==> src/rtl/hdmi_pkg.sv <==
// Shared TMDS/HDMI symbol constants: control tokens, video guard bands and the TERC4 table.
// Used by the channel encoders and the data-island/TERC4 path.
package hdmi_pkg;

  typedef enum logic [1:0] {
    CTL_00 = 2'b00,
    CTL_01 = 2'b01,
    CTL_10 = 2'b10,
    CTL_11 = 2'b11
  } ctrl_e;

  localparam logic [9:0] CTRL_TOKEN_00 = 10'b1101010100;
  localparam logic [9:0] CTRL_TOKEN_01 = 10'b0010101011;
  localparam logic [9:0] CTRL_TOKEN_10 = 10'b0101010100;
  localparam logic [9:0] CTRL_TOKEN_11 = 10'b1010101011;

  localparam logic [9:0] VIDEO_GB_0 = 10'b1011001100;
  localparam logic [9:0] VIDEO_GB_1 = 10'b0100110011;

  function automatic logic [9:0] ctrl_token(input logic [1:0] cd);
    logic [9:0] tok;
    case (ctrl_e'(cd))
      CTL_00:  tok = CTRL_TOKEN_00;
      CTL_01:  tok = CTRL_TOKEN_01;
      CTL_10:  tok = CTRL_TOKEN_10;
      default: tok = CTRL_TOKEN_11;
    endcase
    return tok;
  endfunction

  function automatic logic [9:0] terc4(input logic [3:0] d);
    logic [9:0] sym;
    case (d)
      4'h0:    sym = 10'b1010011100;
      4'h1:    sym = 10'b1001100011;
      4'h2:    sym = 10'b1011100100;
      4'h3:    sym = 10'b1011100010;
      4'h4:    sym = 10'b0101110001;
      4'h5:    sym = 10'b0100011110;
      4'h6:    sym = 10'b0110001110;
      4'h7:    sym = 10'b0100111100;
      4'h8:    sym = 10'b1011001100;
      4'h9:    sym = 10'b0100111001;
      4'hA:    sym = 10'b0110011100;
      4'hB:    sym = 10'b1011000110;
      4'hC:    sym = 10'b1010001110;
      4'hD:    sym = 10'b1001110001;
      4'hE:    sym = 10'b0101100011;
      default: sym = 10'b1011000011;
    endcase
    return sym;
  endfunction

endpackage

==> src/rtl/tmds_encoder.sv <==
// TMDS 8b/10b encoder for one colour channel, two-stage pipeline with running DC balance.
// Stage 1: transition minimisation; stage 2: DC balance / control tokens, registered output.
module tmds_encoder
  import hdmi_pkg::*;
(
  input  logic       I_CLK,
  input  logic       I_RST,
  input  logic [7:0] I_VD,
  input  logic [1:0] I_CD,
  input  logic       I_VDE,
  output logic [9:0] O_TMDS
);

  function automatic logic [3:0] popcount8(input logic [7:0] v);
    logic [3:0] n;
    n = '0;
    for (int unsigned i = 0; i < 8; i++) n = n + {3'b000, v[i]};
    return n;
  endfunction

  logic [3:0]        n1_vd;
  logic              use_xnor;
  logic [8:0]        qm_d, qm_q;
  logic [3:0]        n1q_d, n1q_q;
  logic [1:0]        cd_q;
  logic              vde_q;

  logic signed [4:0] diff;
  logic signed [4:0] cnt_d, cnt_q;
  logic [9:0]        tmds_d, tmds_q;
  logic              q8;
  logic [7:0]        qm8;

  always_comb begin
    n1_vd    = popcount8(I_VD);
    use_xnor = (n1_vd > 4'd4) || ((n1_vd == 4'd4) && !I_VD[0]);
    qm_d     = '0;
    qm_d[0]  = I_VD[0];
    for (int unsigned i = 1; i < 8; i++)
      qm_d[i] = use_xnor ? ~(qm_d[i-1] ^ I_VD[i]) : (qm_d[i-1] ^ I_VD[i]);
    qm_d[8]  = ~use_xnor;
    n1q_d    = popcount8(qm_d[7:0]);
  end

  always_ff @(posedge I_CLK or posedge I_RST) begin
    if (I_RST) begin
      qm_q  <= '0;
      n1q_q <= '0;
      cd_q  <= '0;
      vde_q <= 1'b0;
    end else begin
      qm_q  <= qm_d;
      n1q_q <= n1q_d;
      cd_q  <= I_CD;
      vde_q <= I_VDE;
    end
  end

  // diff = n1q - n0q = 2*n1q - 8, always within -8..8
  assign diff = $signed({n1q_q, 1'b0} - 5'd8);
  assign q8   = qm_q[8];
  assign qm8  = qm_q[7:0];

  always_comb begin
    cnt_d  = '0;
    tmds_d = ctrl_token(cd_q);
    if (vde_q) begin
      if (cnt_q == 5'sd0 || diff == 5'sd0) begin
        tmds_d = {~q8, q8, q8 ? qm8 : ~qm8};
        cnt_d  = q8 ? (cnt_q + diff) : (cnt_q - diff);
      end else if (cnt_q[4] == diff[4]) begin
        // both operands are non-zero here, so equal sign bits mean same polarity
        tmds_d = {1'b1, q8, ~qm8};
        cnt_d  = cnt_q + (q8 ? 5'sd2 : 5'sd0) - diff;
      end else begin
        tmds_d = {1'b0, q8, qm8};
        cnt_d  = cnt_q + diff - (q8 ? 5'sd0 : 5'sd2);
      end
    end
  end

  always_ff @(posedge I_CLK or posedge I_RST) begin
    if (I_RST) begin
      cnt_q  <= '0;
      tmds_q <= CTRL_TOKEN_00;
    end else begin
      cnt_q  <= cnt_d;
      tmds_q <= tmds_d;
    end
  end

  assign O_TMDS = tmds_q;

endmodule

==> config.mk <==
export PLATFORM = sky130hd
export DESIGN_NAME = tmds_encoder
export DESIGN_NICKNAME = d
export VERILOG_FILES = /design/src/rtl/hdmi_pkg.sv /design/src/rtl/tmds_encoder.sv
export SDC_FILE = /design/constraint.sdc
export NUM_CORES = 1
export LEC_CHECK = 0
export CAP_MARGIN = 20
export CORE_AREA = 2 2 71 66
export DETAILED_ROUTE_END_ITERATION = 7
export DIE_AREA = 0 0 73 68
export PLACE_DENSITY = 0.78
export SLEW_MARGIN = 5
export SYNTH_ARGS = -nofsm -noshare
export SYNTH_HDL_FRONTEND = slang
export SYNTH_SLANG_ARGS = --single-unit
export TNS_END_PERCENT = 50
==> constraint.sdc <==
create_clock -name I_CLK -period 2 [get_ports I_CLK]
set_input_delay 0.4 -clock I_CLK [delete_from_list [all_inputs] [get_ports I_CLK]]
set_output_delay 0.4 -clock I_CLK [all_outputs]
set_load 0.05 [all_outputs]
-- Yosys cells after proc, flatten, opt, wreduce, memory -nomap -nowiden
Index checks and enable logic that the tools add are counted.
W data, S select, Z words.
- output and inout port bits: 10
- word-level logic and storage cells: 73
- register bits after elaboration: 31
- bits of input ports: 13
- mux-type cells: 18
- $lt $le $gt $ge: 1
- reductions and logical operators: 7
- bitwise gates (word level): 17
- $add $sub $neg: 20
- equal/unequal tests: 4
- operators with widths (operator ; number):
    $add A4 B1 Y4 ; 8
    $mux W10 ; 3
    $pmux W10 S3 ; 1
    $mux W5 ; 4
    $logic_not A5 Y1 ; 2
    $sub A5 B5 Y5 ; 2
    $not A1 Y1 ; 9
    $add A3 B1 Y4 ; 2
    $mux W8 ; 1
    $not A8 Y8 ; 1
    $mux W1 ; 7
    $xor A1 B1 Y1 ; 7
    $add A2 B1 Y3 ; 2
    $add A5 B3 Y5 ; 1
    $add A5 B5 Y5 ; 1
    $sub A5 B3 Y5 ; 1
    $sub A5 B4 Y5 const B ; 1
    $add A1 B1 Y2 ; 2
    $eq A4 B3 Y1 const B ; 1
    $gt A4 B3 Y1 const B ; 1
    $mux W2 ; 2
    $eq A2 B1 Y1 const B ; 1
    $eq A2 B2 Y1 const B ; 1
    $logic_not A2 Y1 ; 1
    4 further kinds ; 5

-- Longest topological paths before layout
Gate-level depths: netlist (run 1).
- word-level depth: 30
- gate-level depth with buffers: 19
- gate-level depth less buffers: 19

-- Worst setup path after synthesis (run 1)
Ideal clock, no wire load.
- path type: input port to flip-flop
- start point: input I_VD[0]
- end point: register n1q_q[2]
- arrival: 5.501 ns
- cell stages on the path: 18
- path slack: -3.623 ns
- library setup time: 0.123 ns
- data required time: 1.877 ns
- buffers on the path: 0
- cell sequence: inv_1 > fa_1 > fa_1 > fa_1 > inv_1 > ha_1 > fa_1 > nor3_1 > o22ai_1 > xor2_2 > fa_1 > fa_1 > inv_1 > fa_1 > ha_1 > inv_1 > fa_1 > xnor2_1
- cells in the longest elaborated chain, start to end: 30
- elaborated cells on any way between the ends: 40
- those cells by class: add/sub: 14; order compare: 1; eq/ne: 1; mux: 7; bitwise: 14; reduce/logical: 3
- RTL lines (what ; RTL line ; source):
    start: declaration ; tmds_encoder.sv:8 ; input logic [7:0] I_VD,
    parallel branches: the longest is 29 deep, another holds $add A3 B1 Y4 ; -- ;
    $add A4 B1 Y4 * ; tmds_encoder.sv:17 ; for (int unsigned i = 0; i < 8; i++) n = n + {3'b000, v[i]};
    named net n1q_d[2] ; tmds_encoder.sv:24 ; logic [3:0] n1q_d, n1q_q;
    end signal: assignment ; tmds_encoder.sv:53 ; n1q_q <= n1q_d;
    end: declaration ; tmds_encoder.sv:24 ;
Mark *: on every way through the listed nets, which the timed path passes.

-- Final worst setup path (run 1)
- start point: input I_VD[3]
- end point: register n1q_q[1]
- cells in the longest elaborated chain, start to end: 28
- elaborated cells on any way between the ends: 35
- those cells by class: add/sub: 12; order compare: 1; eq/ne: 1; mux: 7; bitwise: 12; reduce/logical: 2
- RTL lines (what ; RTL line ; source):
    $add A3 B1 Y4 * ; tmds_encoder.sv:17 ;
    $add A4 B1 Y4 * (4 in series) ; tmds_encoder.sv:17 ;
    parallel branches: the longest is 2 deep, another holds $gt A4 B3 Y1 ; -- ;
    $logic_or A1 B1 Y1 * ; tmds_encoder.sv:36 ; use_xnor = (n1_vd > 4'd4) || ((n1_vd == 4'd4) && !I_VD[0]);
    $mux W1 * ; tmds_encoder.sv:40 ; qm_d[i] = use_xnor ? ~(qm_d[i-1] ^ I_VD[i]) : (qm_d[i-1] ^ I_VD[i]);
    named net qm_d[1] ; tmds_encoder.sv:23 ; logic [8:0] qm_d, qm_q;
    parallel branches: the longest is 18 deep, another holds $add A3 B1 Y4 ; -- ;
    $add A4 B1 Y4 * ; tmds_encoder.sv:17 ;
    named net n1q_d[1] ; tmds_encoder.sv:24 ;
Marks and branches as above.

==> impl_metrics.py, run 1 <==
metrics = {
    "final_layout": {
        "finalInstanceArea_um2": 2870,
        "nNetsFinal": 305,
        "insertedDiodeCount": 0,
        "drive_above_1_share_pct": 35.7,
        "syn_to_final_growth_pct": 38.0,
    },
    "routing": {
        "ant_nets": 0,
        "vias": 1521,
        "wl_um": 4310,
        "first_iter_violations": 108,
        "wl_per_cell_um": 14.0,
        "routed_via_density": 4.94,
        "drc_errors": 0,
        "drt_first_pass_iters": 4,
    },
    "synth": {
        "synth-xor-area-share_pct": 13.4,
        "synth-seq-area-share_pct": 36.4,
        "muxShareOfSynthArea_pct": 1.57,
        "yosys_warnings": 0,
        "synthSimpleGateAreaFrac_pct": 7.77,
        "syn_nets": 240,
        "netlist_top_cells_area": "dfrtp_1, ha_1, fa_1, xnor2_1, inv_1",
        "ys_ff_latch": 30,
        "synth_fa_ha_area_share_pct": 25.8,
        "synth_compound_area_share_pct": 7.95,
        "synth_top_family_by_area": "adder cells",
        "yosys.area.top_type_share_pct": 30.1,
        "avgSynthCellArea_um2": 10.8,
        "netlist-cell-type-count": 33,
        "syn-cell-area_um2": 2080,
        "postSynthCellCount": 192,
        "yosysTopAreaCell": "dfrtp_1",
    },
    "clock_tree": {
        "clock_tree.root_cell": "clkbuf_8",
        "clk_pin_slew_ns": 0.07,
        "cts_tree": "done",
        "cts_buffer_depth": 2,
        "cts_sinks": 30,
        "cts_max_level": 2,
        "clock_latency_ns": 0.27,
        "numCtsBuffers": 5,
    },
    "sta": {
        "hold_viol": 0,
        "relSlewSlack_pct": 66.1,
        "worst_slew_pin_slew_ns": 0.506,
        "period_share_pct": 271,
        "worst_hold_slack_ns": 0.377,
        "setup_slack_ns": -3.42,
        "period_minus_slack_ns": 5.42,
        "maxSlewViolCount": 0,
        "clock_skew_ns": 0.00674,
        "rsz0062_at_grt": "true",
        "max_freq_mhz": 184,
        "finalSetupViolCount": 9,
    },
    "critical_path": {
        "arrival_ns": 5.60,
        "cp-start-kind": "input pin",
        "path_common_cell": "fa_1",
        "critPathMaxFanout": 3,
        "required_ns": 2.18,
        "crit_slowest_cell": "fa_1",
        "critPathBufInv": 7,
        "end_kind": "flop",
        "critPathTopFamily": "adder cells",
        "path_class": "in2reg",
        "path_cells": "buf_8, inv_4, fa_1, fa_1, fa_1, inv_2, ha_4, fa_2, nor3_2, o22ai_2, xor2_1, inv_1, fa_1, fa_1, inv_2, fa_1, ha_4, inv_2, fa_2, inv_1",
        "slowest_delay_ns": 0.54,
    },
    "global_route": {
        "globalRouteOverflowTotal": 0,
        "grt_pass1_vias": 1518,
        "grt_pass1_wl_um": 6710,
        "grt_usage_pct": 18.0,
        "grt_max_degree": 31,
        "antenna_found_initial": 0,
    },
    "floorplanning": {
        "die-area_um2": 4960,
        "die_h_um": 68,
        "core_area_um2": 4290,
        "rows": 23,
        "die_w_um": 73,
        "start_util_pct": 48.5,
        "num_io_pins": 23,
    },
    "status": {
        "status": "complete, but fails checks",
        "violations": "negative setup slack",
    },
    "place": {
        "place_area_um2": 2580,
        "port_buffers": 22,
        "dp_hpwl_um": 3250,
        "place_congestion": 0.919,
    },
    "run": {
        "max_cap_violations": 0,
    },
    "worst_hold_path": {
        "hold_path.class": "in2reg",
    },
}
## logic make-up (layout without fill, tap and decap cells)
logic type / Yosys count / in the layout
simple gates: 29 / 29
mux: 2 / 2
buf+inv: 39 / 105
fa+ha+maj: 35 / 35
flops: 30 / 30
compound gates: 26 / 26
xor+xnor: 31 / 31
## synth_stat cells
| cell type | number |
|---|---|
| inv_1 | 37 |
| dfrtp_1 | 25 |
| ha_1 | 22 |
| xnor2_1 | 17 |
| fa_1 | 13 |
| xor2_1 | 13 |
| a21oi_1 | 10 |
| a21o_1 | 7 |
| nor2_1 | 7 |
| dfstp_2 | 5 |
| nor2b_1 | 4 |
| nor3_1 | 4 |
| nand2_1 | 3 |
| nand3_1 | 3 |
| nand2b_1 | 2 |
| nand3b_1 | 2 |
| o21ai_0 | 2 |
| a211oi_1 | 1 |
| a21oi_2 | 1 |
| a221oi_1 | 1 |
| a31oi_1 | 1 |
| and2b_1 | 1 |
| buf_2 | 1 |
| clkbuf_1 | 1 |
| mux2i_1 | 1 |
| mux2i_4 | 1 |
| nor4_2 | 1 |
| o211ai_1 | 1 |
| o22ai_1 | 1 |
| o31ai_1 | 1 |
| or3b_2 | 1 |
| or4_1 | 1 |
| xor2_2 | 1 |
## metrics by stage
step	TNS (ns)	setup WS (ns)	std cells	utilization [%]
2_1_floorplan	-20.06	-3.53	192	-
3_3_place_gp	-25.66	-4.02	293	60.1
3_5_place_dp	-27.11	-4.21	293	60.1
4_1_cts	-19.33	-3.41	306	65.3
5_1_grt	-20.91	-3.57	308	66.9
6_report	-19.70	-3.42	308	66.9
## cell usage in the layout, fill, tap and decap left out, types with 2 or more instances in the layout
cell type         n
dfrtp_1          23
a21o_1            7
ha_4              3
nand2b_1          2
buf_4            41
dfrtp_2           2
a21oi_1           8
nor3_1            3
nand3b_1          2
nor2_1            7
xnor2_1          13
ha_1             18
fa_2              3
clkbuf_8          6
xor2_1           12
buf_6             3
nor2b_1           4
nand2_1           3
dfstp_2           5
a21oi_2           3
o21ai_0           2
fa_1             10
inv_2             8
nand3_1           3
clkdlybuf4s50_1  14
xnor2_2           3
inv_1            28
## metal layers
layer	vias to the layer above	wire length [um]	track usage [%]
met5	-	0	0
met3	9	132	2.65
met4	0	81	5.56
li1	732	-	-
met1	736	1750	21.9
met2	44	2340	33.1
## layout make-up
cell class,instances,area (um^2)
Fill cell,317,1420
Tap cell,50,62.6
Multi-Input combinational cell,123,1310
Clock buffer,7,86.3
Sequential cell,30,759
Clock inverter,1,5.00
Inverter,37,141
Timing Repair Buffer,60,502
## state kept, by name, summed over array words and instances (netlist names)
name / flops
cd_q: 2
O_TMDS: 10
qm_q: 9
vde_q: 1
n1q_q: 4
cnt_q: 4
## worst paths after layout
| kind | start | endpoint | slack [ns] | depth (start not counted) |
|---|---|---|---|---|
| setup / recovery | I_VD[3] | n1q_q[1]$_DFF_PP0_ | -3.42 | 20 |
| hold / removal | I_VD[0] | qm_q[0]$_DFF_PP0_ | 0.38 | 2 |
| setup reg to reg | n1q_q[0]$_DFF_PP0_ | cnt_q[4]$_DFF_PP0_ | 0.03 | 6 |
| hold reg to reg | qm_q[7]$_DFF_PP0_ | O_TMDS[7]$_DFF_PP0_ | 0.55 | 2 |
| max in group asynchronous | I_RST | O_TMDS[4]$_DFF_PP1_ | 1.19 | 3 |
| min in group asynchronous | I_RST | cnt_q[3]$_DFF_PP0_ | 0.49 | 3 |
## timing repair
| item | CTS | global route |
|---|---|---|
| setup buffers | 6 | 2 |
| endpoints found under the setup margin | 13 | 11 |
| resized for setup | 35 | 15 |
| hold buffers | 0 | 0 |
| pin swaps | 13 | 8 |
Power of run 1 is left out: the tool's default activity adds up to more than one toggle a clock period on the data nets, which glitch-free logic cannot reach.
==> run 2: changes to the inputs <==
--- a/config.mk
+++ b/config.mk
@@ -10,6 +10,7 @@
 export DETAILED_ROUTE_END_ITERATION = 7
 export DIE_AREA = 0 0 73 68
 export PLACE_DENSITY = 0.78
+export REMOVE_ABC_BUFFERS = 1
 export SLEW_MARGIN = 5
 export SYNTH_ARGS = -nofsm -noshare
 export SYNTH_HDL_FRONTEND = slang
==> run 2 against run 1 <==
The run still ends with negative setup slack left. Global-route usage rose by 3.6 points. Sequential cell count is the same. Routed wire length grew 17%. Final area increased by 5.3%. Critical path depth unchanged. Sequential share of layout area fell by 1.3 points. Maximum frequency is 2.7% lower. Cell count is 5.5% higher. Clock skew is 0.0014 ns higher. Utilization is 3.5 points higher. Critical endpoint unchanged. Largest cell class unchanged.
==> impl_metrics.py, run 2 (same netlist as run 1, synthesis figures left out) <==
metrics = {
    "status": {
        "status": "complete, but fails checks",
        "violations": "negative setup slack",
    },
    "floorplanning": {
        "num_io_pins": 23,
        "die_h_um": 68,
        "die-area_um2": 4960,
        "core_area_um2": 4290,
        "start_util_pct": 48.5,
        "die_w_um": 73,
        "rows": 23,
    },
    "sta": {
        "period_share_pct": 279,
        "period_minus_slack_ns": 5.57,
        "finalSetupViolCount": 10,
        "clock_skew_ns": 0.00812,
        "setup_slack_ns": -3.57,
        "rsz0062_at_grt": "true",
        "hold_viol": 0,
        "worst_slew_pin_slew_ns": 0.509,
        "maxSlewViolCount": 0,
        "max_freq_mhz": 179,
        "relSlewSlack_pct": 66.0,
    },
    "routing": {
        "wl_um": 5020,
        "first_iter_violations": 106,
        "ant_nets": 0,
        "wl_per_cell_um": 15.4,
        "drt_first_pass_iters": 4,
        "drc_errors": 0,
        "vias": 1593,
        "routed_via_density": 4.90,
    },
    "critical_path": {
        "reg2regPathDepth": 8,
        "r2r_setup_slack_ns": -0.02,
        "slowest_delay_ns": 0.57,
        "arrival_ns": 5.77,
        "crit_end": "n1q_q[1]$_DFF_PP0_",
        "path_depth": 20,
        "crit_slowest_cell": "fa_1",
        "path_class": "in2reg",
        "cp-startpoint": "I_VD[3]",
        "critPathTopFamily": "adder cells",
        "required_ns": 2.19,
        "critPathMaxFanout": 2,
        "reg2reg_to": "cnt_q[4]$_DFF_PP0_",
        "timing.rr.start": "n1q_q[1]$_DFF_PP0_",
        "path_cells": "buf_8, inv_4, fa_1, fa_1, fa_1, inv_1, ha_2, fa_2, nor3_4, o22ai_2, buf_6, xor2_4, fa_1, fa_1, inv_1, fa_1, ha_4, inv_2, fa_2, inv_2",
        "critPathBufInv": 7,
        "cp-start-kind": "input pin",
        "path_common_cell": "fa_1",
        "end_kind": "flop",
    },
    "clock_tree": {
        "clock_latency_ns": 0.29,
        "numCtsBuffers": 5,
        "clock_tree.root_cell": "clkbuf_8",
        "cts_tree": "done",
        "cts_buffer_depth": 2,
        "cts_sinks": 30,
        "clk_pin_slew_ns": 0.06,
        "cts_max_level": 2,
        "hold_buffers": 0,
    },
    "global_route": {
        "grt_pass1_wl_um": 7730,
        "grt_pass1_vias": 1589,
        "antenna_found_initial": 0,
        "grt_usage_pct": 21.6,
        "grt_max_degree": 31,
        "globalRouteOverflowTotal": 0,
    },
    "place": {
        "place_congestion": 0.899,
        "dp_hpwl_um": 3050,
        "dp_cells": 297,
        "port_buffers": 22,
        "post-place-ws_ns": -4.19,
    },
    "final_layout": {
        "largest_reg_flops": 10,
        "syn_to_final_growth_pct": 45.3,
        "layout_common_cells": "buf_4, inv_1, dfrtp_1, ha_1",
        "insertedDiodeCount": 0,
        "drive_above_1_share_pct": 37.8,
        "nNetsFinal": 322,
        "final_common_cell": "buf_4",
        "fin_cells": 325,
    },
    "worst_hold_path": {
        "hold_path.class": "in2reg",
    },
    "run": {
        "max_cap_violations": 0,
    },
}
run 2: cell count changes in the layout (fill, tap and decap cells not counted), moves of 2 or more:
| cell | before | now |
|---|---|---|
| buf_4 | 41 | 57 |
| inv_1 | 28 | 30 |
| ha_2 | 1 | 3 |
| ha_4 | 3 | 1 |
| inv_2 | 8 | 5 |
| bufinv_16 | 0 | 2 |
run 2: worst min path at each step:
stage / from / endpoint / cells past startpoint
after floorplan: I_CD[0] / cd_q[0]$_DFF_PP0_ / 0
after global placement: qm_q[7]$_DFF_PP0_ / O_TMDS[7]$_DFF_PP0_ / 2
after detailed placement: qm_q[7]$_DFF_PP0_ / O_TMDS[7]$_DFF_PP0_ / 2
after CTS: I_VD[0] / qm_q[0]$_DFF_PP0_ / 2
after global routing: I_VD[0] / qm_q[0]$_DFF_PP0_ / 2
final: I_VD[0] / qm_q[0]$_DFF_PP0_ / 2
run 2: cell type report:
cell class / instances / area [um^2]
clock buffer: 6 / 82.6
clock inverter: 2 / 60.1
inverter: 37 / 144
timing repair buffer: 77 / 633
multi-input combinational: 123 / 1280
sequential: 30 / 759
fill: 281 / 1270
tap: 50 / 62.6
run 2: routing by layer:
metal | vias up | part of all wire [%] | GRT usage [%]
met3 | 13 | 4.2 | 5.60
met2 | 40 | 52 | 38.1
met1 | 772 | 40 | 24.4
met5 | - | 0 | 0
met4 | 0 | 3.4 | 10.4
li1 | 768 | - | -
run 2: timing repair:
action	4_1_cts	5_1_grt
setup endpoints to repair	12	12
buffers inserted	19	3
pin swaps	14	17
resized for setup	33	16
run 2: through the flow:
stage	hold WS, ns	util, %	cell area, um^2	setup TNS [ns]
6_report	0.337	70.4	3020	-20.82
5_1_grt	0.331	70.4	3020	-21.48
4_1_cts	0.348	68.9	2960	-19.23
3_5_place_dp	0.552	60.7	2600	-27.14
3_3_place_gp	0.537	60.7	2600	-25.93
2_1_floorplan	0.431	-	2070	-20.89
run 2: worst register-to-register path, stage by stage (launching register included):
cell     delay [ns]
dfrtp_1        0.38
inv_1          0.08
ha_1           0.21
fa_1           0.49
a21oi_1        0.17
nand2_1        0.09
xnor2_1        0.20
nand3_1        0.10
a31oi_1        0.20
Power of run 2 is left out for the same reason.
==> run 3: changes to the inputs <==
--- a/config.mk
+++ b/config.mk
@@ -11,6 +11,7 @@
 export DIE_AREA = 0 0 73 68
 export PLACE_DENSITY = 0.78
 export REMOVE_ABC_BUFFERS = 1
+export SETUP_SLACK_MARGIN = 0.05
 export SLEW_MARGIN = 5
 export SYNTH_ARGS = -nofsm -noshare
 export SYNTH_HDL_FRONTEND = slang
==> constraint.sdc (replaced) <==
create_clock -name I_CLK -period 4.7 [get_ports I_CLK]
set_input_delay 0.94 -clock I_CLK [delete_from_list [all_inputs] [get_ports I_CLK]]
set_output_delay 0.94 -clock I_CLK [all_outputs]
set_load 0.05 [all_outputs]
==> run 3 against run 2 <==
The flow still finishes with violations (negative setup slack). Clock skew decreased by 0.0062 ns. Setup slack better by 2.2 ns. Count of clock-buffer cells in the layout increased by 2. Utilization decreased by 7.3 points. Critical path depth did not move. Largest cell class unchanged.
==> impl_metrics.py, run 3 (same netlist as run 1, synthesis figures left out) <==
metrics = {
    "floorplanning": {
        "die-area_um2": 4960,
        "start_util_pct": 48.5,
        "num_io_pins": 23,
        "die_w_um": 73,
        "core_area_um2": 4290,
        "die_h_um": 68,
        "rows": 23,
    },
    "routing": {
        "drc_errors": 0,
        "routed_via_density": 4.90,
        "wl_per_cell_um": 12.7,
        "vias": 1445,
        "drt_first_pass_iters": 4,
        "first_iter_violations": 83,
        "wl_um": 3750,
        "ant_nets": 0,
    },
    "final_layout": {
        "largest_reg_flops": 10,
        "layout_common_cells": "inv_1, dfrtp_1, buf_4, ha_1, clkdlybuf4s50_1",
        "drive_above_1_share_pct": 23.3,
        "final_common_cell": "inv_1",
        "post-route-util_pct": 63.1,
        "insertedDiodeCount": 0,
        "nNetsFinal": 292,
        "fin_cells": 295,
        "fill_cells": 329,
        "syn_to_final_growth_pct": 30.3,
    },
    "clock_tree": {
        "cts_tree": "done",
        "clock_tree.root_cell": "clkbuf_8",
        "cts_sinks": 30,
        "cts_buffer_depth": 2,
        "cts_max_level": 2,
        "clock_latency_ns": 0.27,
        "numCtsBuffers": 5,
        "clk_pin_slew_ns": 0.06,
        "hold_buffers": 0,
    },
    "sta": {
        "maxSlewViolCount": 0,
        "clock_skew_ns": 0.00194,
        "setup_slack_ns": -1.33,
        "period_share_pct": 128,
        "worst_hold_slack_ns": 0.562,
        "finalSetupViolCount": 4,
        "rsz0062_at_grt": "true",
        "period_minus_slack_ns": 6.03,
        "hold_viol": 0,
        "relSlewSlack_pct": 60.3,
        "worst_slew_pin_slew_ns": 0.594,
        "max_freq_mhz": 166,
    },
    "global_route": {
        "antenna_found_initial": 0,
        "grt_pass1_wl_um": 6000,
        "grt_pass1_vias": 1357,
        "globalRouteOverflowTotal": 0,
        "grt_max_degree": 31,
        "grt_usage_pct": 16.2,
    },
    "worst_hold_path": {
        "hold_path.class": "reg2reg",
    },
    "place": {
        "dp_cells": 280,
        "place_congestion": 0.845,
        "post-place-ws_ns": -2.05,
        "dp_hpwl_um": 2840,
        "port_buffers": 22,
    },
    "status": {
        "violations": "negative setup slack",
        "status": "complete, but fails checks",
    },
    "critical_path": {
        "slowest_delay_ns": 0.57,
        "critPathMaxFanout": 2,
        "path_common_cell": "fa_1",
        "required_ns": 4.87,
        "cp-start-kind": "input pin",
        "r2r_setup_slack_ns": 2.24,
        "end_kind": "flop",
        "path_class": "in2reg",
        "path_cells": "buf_8, inv_4, fa_1, fa_1, fa_1, inv_2, ha_4, fa_2, nor3_2, o22ai_2, xor2_1, inv_1, fa_1, fa_1, inv_2, fa_1, ha_4, inv_2, fa_2, inv_2",
        "crit_slowest_cell": "fa_1",
        "arrival_ns": 6.20,
    },
    "run": {
        "max_cap_violations": 0,
    },
}
run 3: cell count changes in the layout (fill, tap and decap cells not counted), moves of 2 or more:
| cell | delta |
|---|---|
| clkdlybuf4s50_1 | +5 |
| dfrtp_1 | +2 |
| dfrtp_2 | -2 |
| bufinv_16 | -2 |
| buf_4 | -34 |
| buf_6 | -2 |
| ha_2 | -3 |
| ha_1 | +2 |
| clkbuf_1 | +3 |
| xnor2_1 | +2 |
run 3: through the flow:
stage | setup TNS (ns) | instance area (um^2)
2_1_floorplan | -5.06 | 2070
3_3_place_gp | -6.90 | 2490
4_1_cts | -4.27 | 2640
3_5_place_dp | -7.71 | 2490
5_1_grt | -4.94 | 2710
6_report | -4.35 | 2710
run 3: worst paths after layout:
path | depth (start not counted) | end | from
worst max-delay path | 20 | n1q_q[1]$_DFF_PP0_ | I_VD[3]
worst min-delay path | 2 | O_TMDS[7]$_DFF_PP0_ | qm_q[7]$_DFF_PP0_
worst max register to register | 8 | cnt_q[3]$_DFF_PP0_ | qm_q[8]$_DFF_PP0_
worst min register to register | 2 | O_TMDS[7]$_DFF_PP0_ | qm_q[7]$_DFF_PP0_
max in group asynchronous | 3 | O_TMDS[6]$_DFF_PP1_ | I_RST
min in group asynchronous | 2 | vde_q$_DFF_PP0_ | I_RST
run 3: final cells by class:
type / count / area, um^2 / area share, %
Multi-Input combinational cell: 123 / 1230 / 45.6
Sequential cell: 30 / 757 / 28.0
Timing Repair Buffer: 47 / 433 / 16.0
Inverter: 37 / 141 / 5.22
Clock buffer: 8 / 80.1 / 2.96
Tap cell: 50 / 62.6 / 2.31
run 3: what timing repair did:
action	CTS	global route
gates resized for setup	30	4
pin swaps	12	4
buffers inserted	3	3
setup endpoints to repair	5	4
run 3: worst max-delay path, delay by kind of cell:
kind | cells | cell delay [ns]
AOI/OAI and AO/OA | 1 | 0.20
xor gates and xnor gates | 1 | 0.22
adders and majority gates | 10 | 4.45
buffers and inverters | 7 | 0.35
and+or+nand+nor | 1 | 0.04
run 3: routing by layer:
layer | up-vias | part of all wire, % | routed length, um | track usage (%)
met5 | - | 0 | 0 | 0
met4 | 0 | 1.7 | 64 | 6.71
met3 | 10 | 2.8 | 105 | 3.24
met2 | 26 | 51 | 1920 | 27.1
met1 | 700 | 44 | 1650 | 20.7
li1 | 709 | - | - | -
Power of run 3 is left out for the same reason.
